**config.mk**
```make
export PLATFORM = sky130hd
export DESIGN_NAME = rule_scheduler
export DESIGN_NICKNAME = d
export VERILOG_FILES = /design/src/rtl/sched_pkg.sv /design/src/rtl/rule_starve_ctr.sv /design/src/rtl/rule_scheduler.sv
export SDC_FILE = /design/constraint.sdc
export NUM_CORES = 1
export LEC_CHECK = 0
export BUFFER_PORTS_ARGS = -buffer_cell sky130_fd_sc_hd__buf_2
export CAP_MARGIN = 20
export CORE_MARGIN = 2
export CORE_UTILIZATION = 60
export DETAILED_ROUTE_END_ITERATION = 10
export GPL_TIMING_DRIVEN = 0
export PLACE_DENSITY = 0.81
export RECOVER_POWER = 50
export SKIP_CTS_REPAIR_TIMING = 1
export SLEW_MARGIN = 5
export SYNTH_ARGS = -nofsm -noshare
export SYNTH_HDL_FRONTEND = slang
export SYNTH_SLANG_ARGS = --single-unit
```
**constraint.sdc**
```tcl
create_clock -name CLK -period 7.43 [get_ports CLK]
set_input_delay 0 -clock CLK [delete_from_list [all_inputs] [get_ports CLK]]
set_output_delay 0 -clock CLK [all_outputs]
set_load 0.03 [all_outputs]
```
**src/rtl/sched_pkg.sv**
```systemverilog
// Shared types and helpers for the per-cycle rule scheduler.
// Conflict maps are flattened i*NRULES+j bit vectors.
package sched_pkg;

    localparam int SCHED_MAX_RULES = 32;
    localparam int SCHED_CMAP_W    = SCHED_MAX_RULES * SCHED_MAX_RULES;

    typedef logic [7:0] starve_ctr_t;

    function automatic logic [5:0] popcount(
        input logic [SCHED_MAX_RULES-1:0] v
    );
        logic [5:0] c;
        c = '0;
        for (int k = 0; k < SCHED_MAX_RULES; k++) begin
            c = c + {5'd0, v[k]};
        end
        return c;
    endfunction

    function automatic logic conflict_or(
        input logic [SCHED_CMAP_W-1:0] cm,
        input int                      n,
        input int                      i,
        input int                      j
    );
        return cm[i*n+j] | cm[j*n+i];
    endfunction

endpackage

```
**src/rtl/rule_starve_ctr.sv**
```systemverilog
// Per-rule starvation counter: counts ready-but-ungranted cycles,
// saturates at STARVE_LIMIT and raises a registered starved flag.
module rule_starve_ctr
    import sched_pkg::*;
#(
    parameter int STARVE_LIMIT = 7
) (
    input  logic i_clk,
    input  logic i_rst,
    input  logic i_run,
    input  logic i_ready,
    input  logic i_grant,
    output logic o_starved
);

    localparam starve_ctr_t LIM = starve_ctr_t'(STARVE_LIMIT);

    starve_ctr_t r_ctr;
    starve_ctr_t w_ctr_nxt;
    logic        r_starved;

    always_comb begin
        w_ctr_nxt = r_ctr;
        if (i_run) begin
            if (!i_ready || i_grant) begin
                w_ctr_nxt = '0;
            end else if (r_ctr != LIM) begin
                w_ctr_nxt = r_ctr + 8'd1;
            end
        end
    end

    always_ff @(posedge i_clk) begin
        if (i_rst) begin
            r_ctr     <= '0;
            r_starved <= 1'b0;
        end else begin
            r_ctr     <= w_ctr_nxt;
            r_starved <= (w_ctr_nxt == LIM);
        end
    end

    assign o_starved = r_starved;

endmodule

```
**src/rtl/rule_scheduler.sv**
```systemverilog
// Round-robin rule scheduler with conflict exclusion and starvation
// promotion; rule_enable is a same-cycle function of rule_ready.
module rule_scheduler
    import sched_pkg::*;
#(
    parameter int                     NRULES       = 4,
    parameter logic [NRULES*NRULES-1:0] CONFLICT   = '0,
    parameter int                     STARVE_LIMIT = 7,
    parameter int                     CNTW         = 32
) (
    input  logic              CLK,
    input  logic              nRST,
    input  logic              run,
    input  logic [NRULES-1:0] rule_ready,
    output logic [NRULES-1:0] rule_enable,
    output logic [NRULES-1:0] starved,
    output logic [CNTW-1:0]   fire_count
);

    localparam int PTRW = (NRULES > 1) ? $clog2(NRULES) : 1;
    localparam logic [SCHED_CMAP_W-1:0] CMAP =
        (SCHED_CMAP_W)'(CONFLICT);

    logic [PTRW-1:0]          r_rr_ptr;
    logic [CNTW-1:0]          r_fire;
    logic [NRULES-1:0]        w_starved;
    logic [NRULES*NRULES-1:0] w_cm;
    logic [NRULES-1:0]        w_grant;
    logic [PTRW-1:0]          w_first;
    logic [PTRW-1:0]          w_rr_nxt;
    logic                     w_found;
    int                       w_idx;

    // symmetric exclusion mask, diagonal dropped
    for (genvar gi = 0; gi < NRULES; gi++) begin : g_cm_row
        for (genvar gj = 0; gj < NRULES; gj++) begin : g_cm_col
            assign w_cm[gi*NRULES+gj] = (gi != gj) &&
                conflict_or(CMAP, NRULES, gi, gj);
        end
    end

    always_comb begin
        w_grant = '0;
        w_first = '0;
        w_found = 1'b0;
        w_idx   = 0;
        for (int i = 0; i < NRULES; i++) begin
            if (w_starved[i] && rule_ready[i] &&
                ((w_cm[i*NRULES +: NRULES] & w_grant) == '0)) begin
                w_grant[i] = 1'b1;
            end
        end
        for (int k = 0; k < NRULES; k++) begin
            w_idx = int'(r_rr_ptr) + k;
            if (w_idx >= NRULES) begin
                w_idx = w_idx - NRULES;
            end
            if (!w_starved[w_idx] && rule_ready[w_idx] &&
                ((w_cm[w_idx*NRULES +: NRULES] & w_grant) == '0)) begin
                w_grant[w_idx] = 1'b1;
                if (!w_found) begin
                    w_found = 1'b1;
                    w_first = PTRW'(w_idx);
                end
            end
        end
    end

    assign rule_enable = (nRST || !run) ? '0 : w_grant;

    assign w_rr_nxt = (w_first == PTRW'(NRULES - 1)) ?
        '0 : w_first + 1'b1;

    always_ff @(posedge CLK) begin
        if (nRST) begin
            r_rr_ptr <= '0;
            r_fire   <= '0;
        end else begin
            if (run && w_found) begin
                r_rr_ptr <= w_rr_nxt;
            end
            r_fire <= r_fire +
                CNTW'(popcount(SCHED_MAX_RULES'(rule_enable)));
        end
    end

    for (genvar g = 0; g < NRULES; g++) begin : g_starve
        rule_starve_ctr #(
            .STARVE_LIMIT(STARVE_LIMIT)
        ) u_ctr (
            .i_clk    (CLK),
            .i_rst    (nRST),
            .i_run    (run),
            .i_ready  (rule_ready[g]),
            .i_grant  (rule_enable[g]),
            .o_starved(w_starved[g])
        );
    end

    assign starved    = w_starved;
    assign fire_count = r_fire;

endmodule

```
==> metrics.md, run 1 <==
| Metric | Value |
|---|---|
| Post-DR wirelength/cell | 15.7 µm |
| Total GRT Usage | 27.8% |
| CTS tree | built |
| Cell mode on critical path | clkbuf_1 |
| Congestion Overflow GR | 0 |
| Area growth from synthesis to layout | 11.0% |
| Die height | 91.2 µm |
| Area contributors post-synth | dfxtp_1 31%, nor2_1 4.8%, nand2_1 4.5% |
| Iteration-0 DRC count of the detailed router | 405 |
| Layout cells sized above 1 | 8.27% |
| Slew @ Worst Pin | 0.955 ns |
| Nets | 646 |
| CTS Buffer Depth | 2 |
| Logic pwr share | 33.9% |
| Fin cells | 728 |
| Pwr per Cell Area | 226 mW/mm² |
| Post-route ant nets | 0 |
| MaxCap Viol Count | 0 |
| Antenna cell count | 0 |
| Flop-to-flop setup slack | 1.12 ns |
| Grt met1 use | 35.7% |
| Met3 Usage GRT | 4.32% |
| Initial antenna violation count | 0 |
| Number of enable flip-flop cells after synthesis | 0 |
| Final WL | 11400 µm |
| Setup TNS | 0 ns |
| Clock slew at reported path FFs | 0.07 ns |
| Number of warning messages in the yosys log | 0 |
| Synthesized area | 0.00457 mm² |
| Critical-path cell list | inv_1 -> ha_1 -> inv_1 -> mux4_2 -> a2111oi_0 -> a21oi_1 -> fa_1 -> fa_1 -> a21o_1 -> and4_1 -> clkbuf_1 -> and4_1 -> clkbuf_1 -> and3_1 -> clkbuf_1 -> nand4_1 -> clkbuf_1 -> or3_1 -> a21oi_1 |
| Seq pwr share | 36.2% |
| Met2 Resource Use GR | 46.5% |
| CP top delay family | compound AO/OA/AOI/OAI gates |
| Row Count | 31 |
| Slowest CP cell | a2111oi_0 |
| Post-synth top area share | 30.7% |
| Worst Clk Skew | 0.00447 ns |
| First-pass GRT wire length | 19200 µm |
| DIE AREA | 0.00833 mm² |
| Leading area contributor after synthesis | dfxtp_1 |
| Max H-tree Level | 3 |
| CTS buffer count | 9 |
| Post-synth ARST share | 0% |
| CTS sink count | 70 |
| Compound-Gate Fraction of Synth Area | 20.2% |
| Via density | 6.14 |
| Ys flop type | dfxtp_1 |
| Gpl congestion | 0.965 |
| Clk Latency, worst-skew pair | 0.34 ns |
| Largest net degree at the start of global routing | 14 |
| Synth cell types | 81 |
| Adder-Cell Fraction of Synth Area | 4.44% |
| Largest family of logic cells by synthesized area | simple AND/OR/NAND/NOR gates |
| Vias in the first global route | 4199 |
| Inst Count DP | 711 |
| LEAKAGE | 0.00192 µW |
| Drt drc | 0 |
| Part of the power in the clock network | 29.9% |
| Net Count, Synth | 590 |
| Buf/Inv on CP | 6 |
| Seq/Total Area, Yosys | 30.7% |
| Placed cell areas | 0.00491 mm² |
| HPWL after DPL | 8210 µm |
| Critical Path RT | 7.70 ns |
| Core area | 0.00733 mm² |
| Switching power | 405 µW |
| Initial DRT Pass Iterations | 5 |
| Post-synthesis mux area share | 2.77% |
| # setup viols final | 0 |
| Avg Synthesized Cell Area | 8.04 µm² |
| Fin crit period | 6.31 ns |
| Die X | 91.2 µm |
| GR peak layer | met2 |
| Final Hold Fails | 0 |
| Worst Path Max Fanout | 13 |
| Clk root buf | clkbuf_8 |
| Initial Utilization | 62.3% |
| Unrepaired setup endpoints after global routing | no |
| HP Class | in -> reg |
| Worst setup EP type | flop |
| Io pins | 47 |
| Sw Share | 35.4% |
| Final instance area | 0.00507 mm² |
| Internal Pwr Total | 740 µW |
| Relative slew slack | 34.7% |
| Via count | 4471 |
| Worst EP arrival | 6.59 ns |
| Crit path kind | reg -> reg |
| Most frequent cell after synthesis | dfxtp_1 |
| FMAX | 0.158 GHz |
| I/O Buffers | 44 |
| Synthesized flop and latch total | 70 |
| Final period utilization | 85.0% |
| Peak VDD IR | 0.115 mV |
| Startpoint types | flop |
| Simple-gate share of the synthesized area | 29.0% |
| Crit path largest cell delay | 0.90 ns |
| Synth Area in XOR/XNOR | 6.52% |
| Cells after synthesis | 568 |
| Most frequent cells after synthesis | 70 x dfxtp_1, 58 x nor2_1, 55 x nand2_1 |
| Final Max Slew Viols | 0 |
| Outcome | finished, final reports clean |
-- area by class of cell --
class | instances | area, µm²
plain buffers | 40 | 225
fillers | 643 | 2260
clock buffers | 10 | 138
well taps | 99 | 124
multi-input cells | 441 | 2850
clock inverters | 6 | 85.1
repair buffers | 45 | 184
inverters | 17 | 63.8
flip-flops and latches | 70 | 1400
-- through the flow --
stage | total power, µW | util [%] | worst slack (ns) | hold slack, ns
4_1_cts | 1150 | 70.0 | 1.60 | -0.0626
3_3_place_gp | 803 | 67.0 | 1.70 | 0.298
5_1_grt | 1200 | 69.1 | 0.614 | 0.201
3_5_place_dp | 813 | 67.0 | 1.65 | 0.302
6_report | 1140 | 69.1 | 1.12 | 0.183
2_1_floorplan | 723 | - | 2.51 | 0.263
-- registers in the layout, indices dropped and copies added, names as in the netlist --
signal                    cells
r_rr_ptr                      2
g_starve.u_ctr.o_starved      4
g_starve.u_ctr.r_ctr         32
fire_count                   32
-- metal layers --
metal  share of wire [%]  up-vias
li1                    -     2165
met1                  45     2111
met2                  47      175
met3                 6.0       20
met4                 1.7        0
met5                   0        -
-- path summary, 6_finish.rpt --
check / start / to / cells after the start
max: r_rr_ptr[0] / fire_count[24] / 19
min: rule_ready[2] / g_starve[2].u_ctr.r_ctr[1] / 3
min reg2reg: fire_count[19] / fire_count[19] / 2
max reg2reg: r_rr_ptr[0] / fire_count[24] / 19
-- cell families (layout without fill, tap and decap cells) --
kind of cell,Yosys count,count (layout)
xor+xnor,34,34
buf+inv,57,118
simple gates,250,250
flops,70,70
fa+ha+maj,15,15
mux,8,8
compound gates,134,134
-- power by group through the flow --
stage | clock network (µW) | logic [µW] | registers [µW]
2_1_floorplan | 0 | 298 | 426
3_3_place_gp | 0 | 382 | 421
3_5_place_dp | 0 | 391 | 421
4_1_cts | 348 | 394 | 413
5_1_grt | 362 | 420 | 418
6_report | 343 | 388 | 414
-- worst reg2reg max path, cell delays in order (launching register included) --
cell	delay, ns
dfxtp_1	0.62
inv_1	0.21
ha_1	0.42
inv_1	0.13
mux4_2	0.40
a2111oi_0	0.90
a21oi_1	0.30
fa_1	0.65
fa_1	0.25
a21o_1	0.17
and4_1	0.20
clkbuf_1	0.20
and4_1	0.22
clkbuf_1	0.23
and3_1	0.21
clkbuf_1	0.21
nand4_1	0.19
clkbuf_1	0.24
or3_1	0.35
a21oi_1	0.14
-- layout by cell type, fill, tap and decap left out, types with 3 or more instances in the layout --
| cell type | count |
|---|---|
| xor2_1 | 18 |
| or4_1 | 5 |
| a22o_1 | 4 |
| and4_1 | 4 |
| and2_1 | 6 |
| buf_2 | 8 |
| dfxtp_1 | 70 |
| mux2i_1 | 4 |
| and3_1 | 15 |
| nand4_1 | 12 |
| nand3_1 | 18 |
| or3_1 | 12 |
| a31oi_1 | 4 |
| nor2_1 | 58 |
| nor3_1 | 13 |
| a21oi_1 | 36 |
| a22oi_1 | 14 |
| buf_1 | 3 |
| nand2b_1 | 8 |
| a211oi_1 | 7 |
| xnor2_1 | 16 |
| o21ai_0 | 29 |
| clkbuf_1 | 60 |
| nand3b_1 | 4 |
| a211o_1 | 3 |
| clkbuf_8 | 12 |
| nand2_1 | 55 |
| ha_1 | 13 |
| buf_4 | 8 |
| nor4_1 | 6 |
| inv_1 | 16 |
| nor2b_1 | 14 |
Power figures use the tool's default switching activity.
==> run 2, diff against run 1 <==
Settings changed: CORE_UTILIZATION 60 to 54, PLACE_DENSITY 0.81 to 0.77.
Clock period 7.43 ns to 5.39 ns, I/O delays scaled along.
==> metrics.md, run 2 (same netlist as run 1, synthesis figures left out) <==
| Metric | Value |
|---|---|
| Post-route ant nets | 0 |
| CTS buffer count | 9 |
| Largest net degree at the start of global routing | 14 |
| CTS sink count | 70 |
| Crit path kind | reg -> reg |
| Clk Latency, worst-skew pair | 0.35 ns |
| LEAKAGE | 0.00195 µW |
| Nets | 645 |
| Initial antenna violation count | 0 |
| Initial Utilization | 55.6% |
| Drt drc | 0 |
| Worst Clk Skew | 0.00806 ns |
| Iteration-0 DRC count of the detailed router | 338 |
| Relative slew slack | 50.7% |
| Final period utilization | 95.2% |
| Row Count | 33 |
| Switching power | 571 µW |
| Clock slew at reported path FFs | 0.08 ns |
| GR peak layer | met2 |
| FILL cells | 767 |
| Outcome | finished, final reports clean |
| Die height | 96.0 µm |
| Inst Count DP | 717 |
| Io pins | 47 |
| Seq pwr share | 34.5% |
| Fin cells | 733 |
| Crit path from | r_rr_ptr[1] |
| Final WL | 11300 µm |
| Hold Crit Start | rule_ready[2] |
| Total GRT Usage | 25.4% |
| HPWL after DPL | 8070 µm |
| Clk root buf | clkbuf_8 |
| Slew @ Worst Pin | 0.739 ns |
| HP Class | in -> reg |
| Internal Pwr Total | 1080 µW |
| MaxCap Viol Count | 0 |
| Design Power | 1650 µW |
| Final Max Slew Viols | 0 |
| Final core utilization | 62.5% |
| Gpl congestion | 0.913 |
| Startpoint types | flop |
| Setup TNS | 0 ns |
| Part of the power in the clock network | 31.7% |
| DIE AREA | 0.00921 mm² |
| Via count | 4403 |
| First-pass GRT wire length | 18600 µm |
| Worst EP arrival | 5.34 ns |
| Fin crit period | 5.13 ns |
| # setup viols final | 0 |
| Placement Setup Slack | -0.420 ns |
| CTS Buffer Depth | 2 |
| R2R Path Start | r_rr_ptr[1] |
| Die X | 96.0 µm |
| Met2 Resource Use GR | 41.7% |
| Peak VDD IR | 0.212 mV |
| Core area | 0.00822 mm² |
| Logic pwr share | 33.8% |
| Worst Path Max Fanout | 11 |
| Commonest non-fill, non-tap cell in the layout | dfxtp_1 |
| Setup WS post-layout | 0.261 ns |
| Final Hold Fails | 0 |
| Initial DRT Pass Iterations | 6 |
| Layout cells sized above 1 | 9.87% |
| Vias in the first global route | 3963 |
| I/O Buffers | 44 |
| Flop-to-flop setup slack | 0.26 ns |
| Met3 Usage GRT | 3.99% |
| FMAX | 0.195 GHz |
| Grt met1 use | 33.8% |
| CTS tree | built |
| Most frequent cells in the layout | 68 x dfxtp_1, 58 x nor2_1, 57 x clkbuf_1 |
| Post-DR wirelength/cell | 15.4 µm |
| Sw Share | 34.6% |
| Critical Path RT | 5.60 ns |
| Max H-tree Level | 3 |
| Unrepaired setup endpoints after global routing | no |
| Area growth from synthesis to layout | 12.5% |
| Worst setup EP type | flop |
| Via density | 6.01 |
| Antenna cell count | 0 |
| Congestion Overflow GR | 0 |
| Pwr per Cell Area | 322 mW/mm² |
run 2: cell types whose count changed in the layout (fill, tap and decap cells not counted), sizes merged:
cell	delta
bufinv	+1
clkinv	+1
buf	+1
clkbuf	-2
clkinvlp	-2
run 2: worst paths after layout:
path,end,cells past startpoint
max,fire_count[17],20
min,g_starve[2].u_ctr.r_ctr[1],3
max reg2reg,fire_count[17],20
min reg2reg,fire_count[23],2
run 2: through the flow:
stage	instance area, µm²	hold slack, ns
2_1_floorplan	4570	0.263
3_3_place_gp	4920	0.300
3_5_place_dp	4920	0.301
4_1_cts	5160	-0.0674
5_1_grt	5140	0.195
6_report	5140	0.162
run 2: worst max-delay path: stages, from the launching register on:
cell	delay [ns]
dfxtp_2	0.45
buf_6	0.17
inv_1	0.10
ha_1	0.37
or4bb_1	0.55
nand4_1	0.21
a22oi_1	0.15
nand2_1	0.09
a21oi_1	0.04
nor2_1	0.26
fa_1	0.48
fa_1	0.42
a21o_1	0.20
and4_1	0.21
clkbuf_1	0.15
and4_2	0.31
and3_2	0.26
nand4_1	0.15
clkbuf_2	0.22
xnor2_1	0.14
nor2_1	0.05
run 2: area by class of cell:
type	count	area [µm²]	share of cell area (%)
multi-input combinational	441	2880	56.1
sequential	70	1400	27.3
clock buffer	10	138	2.68
timing repair buffer	46	189	3.68
tap	105	131	2.56
inverter	17	63.8	1.24
buffer	38	219	4.26
clock inverter	6	109	2.12
run 2: power by group through the flow:
stage | Clock (µW) | Combinational (µW) | Sequential, µW
4_1_cts | 531 | 540 | 569
2_1_floorplan | 0 | 410 | 587
5_1_grt | 550 | 611 | 575
6_report | 523 | 558 | 570
3_5_place_dp | 0 | 533 | 580
3_3_place_gp | 0 | 523 | 579
run 2: routing by layer:
metal | up-vias | wire [µm]
li1 | 2158 | -
met1 | 2069 | 5160
met2 | 159 | 5270
met3 | 17 | 635
met4 | 0 | 221
met5 | - | 0
==> run 3, diff against run 2 <==
Settings changed: CORE_UTILIZATION 54 to 53, PLACE_DENSITY 0.77 to 0.76, SYNTH_HIERARCHICAL set to 1.
==> metrics.md, run 3 <==
| Metric | Value |
|---|---|
| Net Count, Synth | 505 |
| I/O Buffers | 45 |
| CTS buffer count | 9 |
| Worst EP arrival | 5.09 ns |
| Final Max Slew Viols | 0 |
| HP Class | in -> reg |
| Clk Latency, worst-skew pair | 0.34 ns |
| First-pass GRT wire length | 15700 µm |
| Final Hold Fails | 0 |
| CTS tree | built |
| CTS sink count | 70 |
| Initial DRT Pass Iterations | 5 |
| Drt drc | 0 |
| Leading area contributor after synthesis | dfxtp_1 |
| Number of warning messages in the yosys log | 6 |
| Cells after synthesis | 482 |
| WHS | 0.0856 ns |
| Via count | 3739 |
| Post-synth ARST share | 0% |
| Crit path largest cell delay | 0.46 ns |
| Synthesized area | 0.00414 mm² |
| CTS Buffer Depth | 2 |
| # setup viols final | 0 |
| Outcome | finished, final reports clean |
| Vias in the first global route | 3411 |
| HPWL after DPL | 6770 µm |
| Seq/Total Area, Yosys | 33.9% |
| Fin crit period | 4.86 ns |
| Post-DR wirelength/cell | 14.2 µm |
| Pwr per Cell Area | 281 mW/mm² |
| LEAKAGE | 0.00170 µW |
| Final period utilization | 90.3% |
| Post-synth top area share | 33.9% |
| Worst setup EP type | flop |
| Layout cells sized above 1 | 10.1% |
| Die height | 92.3 µm |
| Setup TNS | 0 ns |
| Avg Synthesized Cell Area | 8.58 µm² |
| Most frequent cells in the layout | 69 x dfxtp_1, 57 x nor2_1, 47 x clkbuf_1 |
| Congestion Overflow GR | 0 |
| Flop-to-flop setup slack | 0.53 ns |
| Final instance area | 0.00469 mm² |
| Largest net degree at the start of global routing | 15 |
| Switching power | 378 µW |
| Final core utilization | 61.3% |
| Peak VDD IR | 0.165 mV |
| Synthesized flop and latch total | 70 |
| Io pins | 47 |
| Antenna cell count | 0 |
| Initial antenna violation count | 0 |
| Total GRT Usage | 22.3% |
| Ys flop type | dfxtp_1 |
| Max H-tree Level | 3 |
| Slew @ Worst Pin | 0.508 ns |
| Crit path kind | reg -> reg |
| Critical-path cell list | inv_1 -> ha_1 -> buf_6 -> nor3b_1 -> o21ai_0 -> o21ai_0 -> nand2_1 -> a41oi_1 -> inv_1 -> fa_1 -> fa_1 -> inv_1 -> fa_1 -> and4_1 -> nand3_1 -> nor2_1 -> nand4_1 -> xor2_1 -> nor2_1 |
| Worst Path Max Fanout | 11 |
| Part of the power in the clock network | 39.0% |
| Relative slew slack | 66.1% |
| Slowest CP cell | dfxtp_2 |
| Die X | 92.3 µm |
| FMAX | 0.206 GHz |
| Final WL | 9190 µm |
| Unrepaired setup endpoints after global routing | no |
| Synth cell types | 60 |
| Clk root buf | clkbuf_8 |
| Row Count | 32 |
| Iteration-0 DRC count of the detailed router | 254 |
| Area growth from synthesis to layout | 13.4% |
| Area contributors post-synth | dfxtp_1 34%, nor2_1 5.2%, xor2_1 4.4% |
| Placed cell areas | 0.00449 mm² |
| Logic pwr share | 19.3% |
| DIE AREA | 0.00853 mm² |
| MaxCap Viol Count | 0 |
| Startpoint types | flop |
| Gpl congestion | 0.898 |
| Number of enable flip-flop cells after synthesis | 0 |
| Commonest non-fill, non-tap cell in the layout | dfxtp_1 |
| Worst Clk Skew | 0.0119 ns |
| Critical Path RT | 5.61 ns |
| Initial Utilization | 54.1% |
| Core area | 0.00765 mm² |
| Post-route ant nets | 0 |
| Most frequent cell after synthesis | dfxtp_1 |
| Most frequent cells after synthesis | 70 x dfxtp_1, 57 x nor2_1, 35 x nand2_1 |
| Seq pwr share | 41.6% |
| Nets | 562 |
| Sw Share | 28.7% |
| Clock slew at reported path FFs | 0.08 ns |
| Via density | 5.79 |
| Internal Pwr Total | 938 µW |
## run 3: final timing paths
kind | depth (start not counted) | endpoint | startpoint
setup / recovery | 19 | fire_count[24] | r_rr_ptr[0]
hold / removal | 2 | g_starve[0].u_ctr/r_ctr[2] | nRST
setup reg to reg | 19 | fire_count[24] | r_rr_ptr[0]
hold reg to reg | 2 | fire_count[14] | fire_count[14]
## run 3: metrics by stage
step | cells | total power (µW) | setup slack [ns]
global route | 646 | 1380 | 0.170
CTS | 645 | 1330 | 0.348
finish | 646 | 1320 | 0.525
floorplan | 482 | 756 | 0.633
detailed placement | 629 | 815 | 0.387
global placement | 629 | 812 | 0.434
## run 3: layout make-up
cell class,instances,area (µm²)
clock inverter,7,121
multi-input combinational,386,2580
inverter,12,47.5
timing repair buffer,46,185
clock buffer,9,124
tap,102,128
buffer,14,100
sequential,70,1400
fill,703,2960
## run 3: kinds of logic after synthesis
group / Yosys count / synth area share [%]
simple gates: 230 / 31.5
compound gates: 108 / 18.2
flops: 70 / 33.9
xor+xnor: 27 / 5.72
buf+inv: 26 / 3.57
fa+ha+maj: 16 / 5.38
mux: 5 / 1.81
## run 3: routing by layer
metal / wire [µm] / GRT usage [%] / share of wire [%]
met1: 4420 / 29.1 / 48
met2: 4380 / 37.5 / 48
met3: 322 / 4.31 / 3.5
met4: 66 / 6.22 / 0.72
met5: 0 / 0 / 0
## run 3: worst max-delay path: cells and delay by family (launching register included)
| family | cells | cell delay, ns |
|---|---|---|
| adders and majority gates | 4 | 1.46 |
| and+or+nand+nor | 7 | 1.42 |
| AOI/OAI and AO/OA | 3 | 0.69 |
| buffers and inverters | 4 | 0.55 |
| DFF | 1 | 0.46 |
| xor gates and xnor gates | 1 | 0.15 |
## run 3: power by group through the flow
stage | registers, µW | logic [µW] | clock network [µW]
after floorplan | 568 | 189 | 0
after global placement | 559 | 253 | 0
after detailed placement | 560 | 256 | 0
after CTS | 547 | 259 | 527
after global routing | 551 | 283 | 548
final | 548 | 254 | 514
